**src/rtl/ex_operand_stage.sv**
```systemverilog
// ID/EX pipeline register with MEM/WB operand forwarding and load-use stall.
// Drives the ALU operands directly and counts stall cycles (saturating).
module ex_operand_stage #(
    parameter int N = 4,
    parameter int R = 5
) (
    input  logic         clk_i,
    input  logic         rst_i,
    input  logic         valid_i,
    input  logic         flush_i,
    input  logic [2:0]   id_alu_sel_i,
    input  logic [R-1:0] id_rs1_i,
    input  logic [R-1:0] id_rs2_i,
    input  logic [R-1:0] id_rd_i,
    input  logic [N-1:0] id_rs1_data_i,
    input  logic [N-1:0] id_rs2_data_i,
    input  logic [N-1:0] id_imm_i,
    input  logic         id_use_imm_i,
    input  logic         id_reg_write_i,
    input  logic         id_mem_read_i,
    input  logic         id_mem_write_i,
    input  logic [R-1:0] mem_rd_i,
    input  logic         mem_reg_write_i,
    input  logic [N-1:0] mem_result_i,
    input  logic [R-1:0] wb_rd_i,
    input  logic         wb_reg_write_i,
    input  logic [N-1:0] wb_result_i,
    output logic [2:0]   alu_sel_o,
    output logic [N-1:0] alu_a_o,
    output logic [N-1:0] alu_b_o,
    output logic [N-1:0] ex_store_data_o,
    output logic [R-1:0] ex_rd_o,
    output logic         ex_reg_write_o,
    output logic         ex_mem_read_o,
    output logic         ex_mem_write_o,
    output logic         ex_valid_o,
    output logic         stall_o,
    output logic [7:0]   stall_cnt_o
);

    logic [2:0]   sel_q;
    logic [R-1:0] rs1_q, rs2_q, rd_q;
    logic [N-1:0] rs1_data_q, rs2_data_q, imm_q;
    logic         use_imm_q, reg_write_q, mem_read_q, mem_write_q, valid_q;
    logic [7:0]   stall_cnt_q;
    logic [N-1:0] fwd_a, fwd_b;
    logic         hit_rs1, hit_rs2;

    // rs2 only matters to the hazard when it is actually read (register operand or store data)
    always_comb begin
        hit_rs1 = (rd_q == id_rs1_i);
        hit_rs2 = (!id_use_imm_i || id_mem_write_i) && (rd_q == id_rs2_i);
        stall_o = valid_i && valid_q && mem_read_q && (rd_q != '0)
                  && (hit_rs1 || hit_rs2) && !flush_i;
    end

    always_comb begin
        fwd_a = rs1_data_q;
        if (rs1_q != '0) begin
            if (mem_reg_write_i && (mem_rd_i == rs1_q))     fwd_a = mem_result_i;
            else if (wb_reg_write_i && (wb_rd_i == rs1_q))  fwd_a = wb_result_i;
        end
        fwd_b = rs2_data_q;
        if (rs2_q != '0) begin
            if (mem_reg_write_i && (mem_rd_i == rs2_q))     fwd_b = mem_result_i;
            else if (wb_reg_write_i && (wb_rd_i == rs2_q))  fwd_b = wb_result_i;
        end
    end

    always_ff @(posedge clk_i) begin
        if (rst_i) begin
            stall_cnt_q <= '0;
        end else if (stall_o && (stall_cnt_q != '1)) begin
            stall_cnt_q <= stall_cnt_q + 8'd1;
        end
    end

    always_ff @(posedge clk_i) begin
        if (rst_i || flush_i || stall_o) begin
            sel_q       <= '0;
            rs1_q       <= '0;
            rs2_q       <= '0;
            rd_q        <= '0;
            rs1_data_q  <= '0;
            rs2_data_q  <= '0;
            imm_q       <= '0;
            use_imm_q   <= 1'b0;
            reg_write_q <= 1'b0;
            mem_read_q  <= 1'b0;
            mem_write_q <= 1'b0;
            valid_q     <= 1'b0;
        end else begin
            sel_q       <= id_alu_sel_i;
            rs1_q       <= id_rs1_i;
            rs2_q       <= id_rs2_i;
            rd_q        <= id_rd_i;
            rs1_data_q  <= id_rs1_data_i;
            rs2_data_q  <= id_rs2_data_i;
            imm_q       <= id_imm_i;
            use_imm_q   <= id_use_imm_i;
            reg_write_q <= id_reg_write_i && valid_i;
            mem_read_q  <= id_mem_read_i && valid_i;
            mem_write_q <= id_mem_write_i && valid_i;
            valid_q     <= valid_i;
        end
    end

    assign alu_sel_o       = sel_q;
    assign alu_a_o         = fwd_a;
    assign alu_b_o         = use_imm_q ? imm_q : fwd_b;
    assign ex_store_data_o = fwd_b;
    assign ex_rd_o         = rd_q;
    assign ex_reg_write_o  = reg_write_q;
    assign ex_mem_read_o   = mem_read_q;
    assign ex_mem_write_o  = mem_write_q;
    assign ex_valid_o      = valid_q;
    assign stall_cnt_o     = stall_cnt_q;

endmodule

```
**config.mk**
```make
export PLATFORM = sky130hd
export DESIGN_NAME = ex_operand_stage
export DESIGN_NICKNAME = d
export VERILOG_FILES = /design/src/rtl/ex_operand_stage.sv
export SDC_FILE = /design/constraint.sdc
export NUM_CORES = 1
export LEC_CHECK = 0
export ABC_CLOCK_PERIOD_IN_PS = 4150
export CORE_ASPECT_RATIO = 1.75
export CORE_UTILIZATION = 40
export CTS_CLUSTER_SIZE = 28
export DETAILED_ROUTE_END_ITERATION = 10
export HOLD_SLACK_MARGIN = 0.03
export PLACE_DENSITY = 0.76
export SLEW_MARGIN = 10
export SYNTH_ARGS = -nofsm -noshare
export SYNTH_HDL_FRONTEND = slang
export SYNTH_SLANG_ARGS = --single-unit
```
**constraint.sdc**
```tcl
create_clock -name clk_i -period 4.15 [get_ports clk_i]
set_input_delay 0.83 -clock clk_i [delete_from_list [all_inputs] [get_ports clk_i]]
set_output_delay 0.83 -clock clk_i [all_outputs]
set_load 0.03 [all_outputs]
```
==> impl_summary.md <==
Clock network
Post-CTS timing repair inserted 0 buffers for setup. Clock tree synthesis inserted a total of 5 buffers. For the worst-skew pair, the clock arrives at the later sink with an insertion delay of 0.30 ns. The clock tree from TritonCTS is done. The cell sitting at the root of the clock tree is a clkbuf_8.

The quantity of hold-fixing buffers added after cts is 0. The post-cts sizing count is 0. Clock tree synthesis found a total of between 40 and 50 sinks. In this run the number of H-tree levels came out at 2. No sink is reached through more buffers than the 2 on the longest clock path. After clock tree synthesis, the clock-pin slew on the worst setup and hold paths is about 0.09 ns.

STA
The worst setup skew after layout is ~0.009 ns. The final critical-path share of the clock period is 0.957. For the final routed database, the setup TNS stands at 0 ns.

The final-report hold violation count is 0. The number of max-slew violations in the final report is 0. The maximum clock frequency is about 250 MHz.

For the pin with the worst max-slew slack, the measured transition is around 0.85 ns. The post-layout minimum cycle time is about 4 ns. The number of failing setup endpoints in the final timing report is 0. Hold is met by roughly 0.52 ns. The worst pin sits at a relative slew slack of 0.436. Setup repair after global routing left no endpoint under its margin.

Critical path
The largest incremental delay on the critical path is approximately 0.60 ns. Counting cells, the worst reg-to-reg path comes to 5. The cell that appears most often on the critical path is clkdlybuf4s50_1.

The kind of cell with the highest combined delay along the critical path is buffers and inverters. The number of buffers and inverters on the critical path is 2. The startpoint of the worst setup timing path is wb_rd_i[1].

The critical path in this run is classified as in2out. The beginning of the worst register-to-register path is ex_rd_o[0]. Along the worst path, the maximum fanout reaches 5. At the worst endpoint, the required time is 3.32 ns. The startpoint type of the worst setup path is an input pin. The endpoint identified for the worst register-to-register timing path is rs1_q[4]. STA puts the critical path data arrival time at ~3.1 ns. The worst-path cell with the longest stage delay is clkdlybuf4s50_1. The signal on the critical path passes through clkdlybuf4s50_1 -> xnor2_1 -> nand4_1 -> or3_1 -> and2_1 -> o2bb2ai_1 -> clkdlybuf4s50_1. The internal reg-to-reg setup slack is between 1.5 and 2 ns. The type of element capturing the critical path is an output port.

Die
The count of standard-cell rows is 34. After floorplanning, the core was sized to cover approximately 5000 um^2. The initial core utilization is 0.420. For this design the top-level I/O count stands at about 90. The die area is between 5000 and 6000 um^2.

The chip width is 56.9 um. The height of the die is roughly 100 um.

GRT
The total track usage is 0.204. The pin count of the biggest net entering global routing is 36. The number of antenna violations at the first check in global routing is 0.

The via count of the first global-routing pass is around 1.9k. The first global-routing pass estimated approximately 9000 um of wire. After global routing the overflow that remains totals 0.

Logic synthesis
The average cell area after synthesis is about 9.1 um^2. The cell area after synthesis is roughly 2100 um^2. During synthesis, Yosys emitted a total of 0 warnings. The number of cells produced by synthesis is roughly 230. The post-synthesis sequential area ratio is 0.408. In this run, synthesis produced a sequential element count of between 40 and 50.

The number of nets in the synthesized netlist is a little under 300. Yosys mapped the design onto 39 distinct sky130hd cell types.

Place
After legalization and detailed placement, the total HPWL measured approximately 4400 um. The total of buffers placed on input and output ports is 90. The global placement routability congestion is roughly 0.9. The instance area after placement is between 3000 and 4000 um^2.

Min path
The worst min-delay path class is reg2reg. The worst hold path begins at stall_cnt_o[5]. The hold path depth is 2. The path with the worst hold slack has its endpoint at stall_cnt_o[5].

Cells and area
The antenna diode instance count is 0. At the end of the flow the core is filled with cells to 0.631. The relative area change from synthesis to final layout is 50.3%. The net count of the finished layout is between 300 and 400. Summing all multi-input logic gate instances after layout gives 1180 um^2. The fraction of layout cells with a size suffix above 1 is 0.0554. Fill cells in the final layout number about 460. The sequential cells in the finished layout cover a total of ~860 um^2. Summing all non-filler instances in the final layout gives an area of 3170 um^2.

Detailed routing
After detailed routing, the average wire length per cell comes to 14.6 um. For this run, the detailed router's first-pass iteration total came to 8. In the routed design, unresolved DRC markers number 20. The final wirelength is 5540 um. The detailed router finished its first iteration with between 70 and 80 violations. For this block, the via count after detailed routing is just under 2k.

In this run the remaining antenna-violating nets after routing total 0. Using the TritonRoute via totals, the vias-per-cell ratio works out to between 5 and 6.

Pwr
After layout, the design draws a total of a little over 0.9 mW. The analysis attributes to cell leakage a power of ~1.2 nW. IR analysis of the VDD net gives a maximum drop of between 0.15 and 0.2 mV. The power density over the cells is 294 nW/um^2.

Flow run
The count of maximum capacitance violations is 0.

Run status
The run finished, with violations left. The checks that failed: DRC.
-- stage by stage --
stage | setup slack, ns | cells
after detailed placement | 0.180 | 371
after global placement | 0.238 | 371
after global routing | 0.0672 | 379
final | 0.179 | 379
after CTS | 0.181 | 379
after floorplan | 1.09 | 232
-- final cells by class --
cell class | instances | area share
repair buffers | 92 | 0.289
multi-input cells | 175 | 0.374
clock buffers | 5 | 0.0217
flip-flops and latches | 43 | 0.272
clock inverters | 3 | 0.0138
inverters | 7 | 0.00829
well taps | 54 | 0.0213
-- registers in the layout (all words and copies together), names as in the netlist --
| name | cells |
|---|---|
| rs2_data_q | 4 |
| use_imm_q | 1 |
| ex_mem_write_o | 1 |
| stall_cnt_o | 8 |
| alu_sel_o | 3 |
| imm_q | 4 |
| ex_valid_o | 1 |
| rs1_data_q | 4 |
| ex_mem_read_o | 1 |
| rs2_q | 5 |
| rs1_q | 5 |
| ex_reg_write_o | 1 |
| ex_rd_o | 5 |
-- cell usage in the layout (no fill, tap or decap), types with 5 or more instances in the layout --
master and instances:
nand2_1 11, and2_1 33, nor2_1 13, dfxtp_1 43
clkdlybuf4s50_1 90, o21ai_0 7, xor2_1 14, nor2b_1 7
xnor2_1 16, nor3_1 5, nand3_1 10, clkbuf_8 5
inv_1 7, or4_1 5
-- metal layers --
metal / GRT usage / vias up / part of all wire
li1: - / 996 / -
met2: 0.391 / 71 / 0.54
met4: 0.0882 / 0 / 0.020
met3: 0.0384 / 8 / 0.075
met1: 0.206 / 891 / 0.37
met5: 0 / - / 0
-- logic make-up (layout without fill, tap and decap cells) --
| group | Yosys count | after routing | share of synthesized area |
|---|---|---|---|
| muxes | 7 | 7 | 0.0350 |
| and+or+nand+nor | 106 | 106 | 0.290 |
| AOI/OAI and AO/OA | 31 | 31 | 0.106 |
| buffers and inverters | 14 | 107 | 0.0297 |
| adders and majority gates | 1 | 1 | 0.00593 |
| xor gates and xnor gates | 30 | 30 | 0.125 |
| DFF | 43 | 43 | 0.408 |
-- cells in the mapped netlist --
cell	number	area (um^2)
nor3_1	5	25.0
o2bb2ai_1	4	35.0
nor4b_1	1	8.76
o21ai_1	1	5.00
and2_1	33	206
o21ai_0	7	35.0
dfxtp_1	43	861
inv_1	7	26.3
nand3_1	10	50.1
nor4_1	4	25.0
or3_1	4	25.0
and4_4	2	22.5
a31o_2	1	8.76
or2_2	1	6.26
and3_1	4	25.0
clkbuf_1	4	15.0
nor2_1	13	48.8
mux2i_1	4	40.0
a21oi_1	4	20.0
a22oi_1	1	7.51
xor2_1	14	123
or4_1	5	37.5
ha_1	1	12.5
o311a_1	1	10.0
or4_4	1	11.3
o211a_1	1	10.0
and4b_1	1	10.0
buf_2	2	10.0
buf_6	1	11.3
mux2_2	3	33.8
nand2b_1	1	6.26
nand4_1	3	18.8
xnor2_1	16	140
nand2_1	11	41.3
a32oi_1	4	35.0
o31ai_1	1	7.51
o21a_1	2	15.0
nor2b_1	7	43.8
o221ai_1	4	35.0
-- tightest hold or removal path: cells and delay by family, from the launching register on --
kind | cells | cell delay [ns]
flip-flops | 1 | 0.34
AO/OA/AOI/OAI | 2 | 0.14
-- where the power goes --
| group | internal [mW] | leakage, nW | switching (mW) |
|---|---|---|---|
| Sequential | 0.426 | 0.352 | 0.0108 |
| Clock | 0.179 | 0.0581 | 0.148 |
| Combinational | 0.0961 | 0.787 | 0.0731 |
-- worst max-delay path by stage --
stage	end	slack (ns)	depth (start not counted)
after floorplan	alu_b_o[0]	1.09	5
after global routing	alu_b_o[3]	0.07	7
after detailed placement	ex_store_data_o[2]	0.18	7
after global placement	ex_store_data_o[3]	0.24	7
final	ex_store_data_o[2]	0.18	7
after CTS	ex_store_data_o[2]	0.18	7
Power figures use the tool's default switching activity.
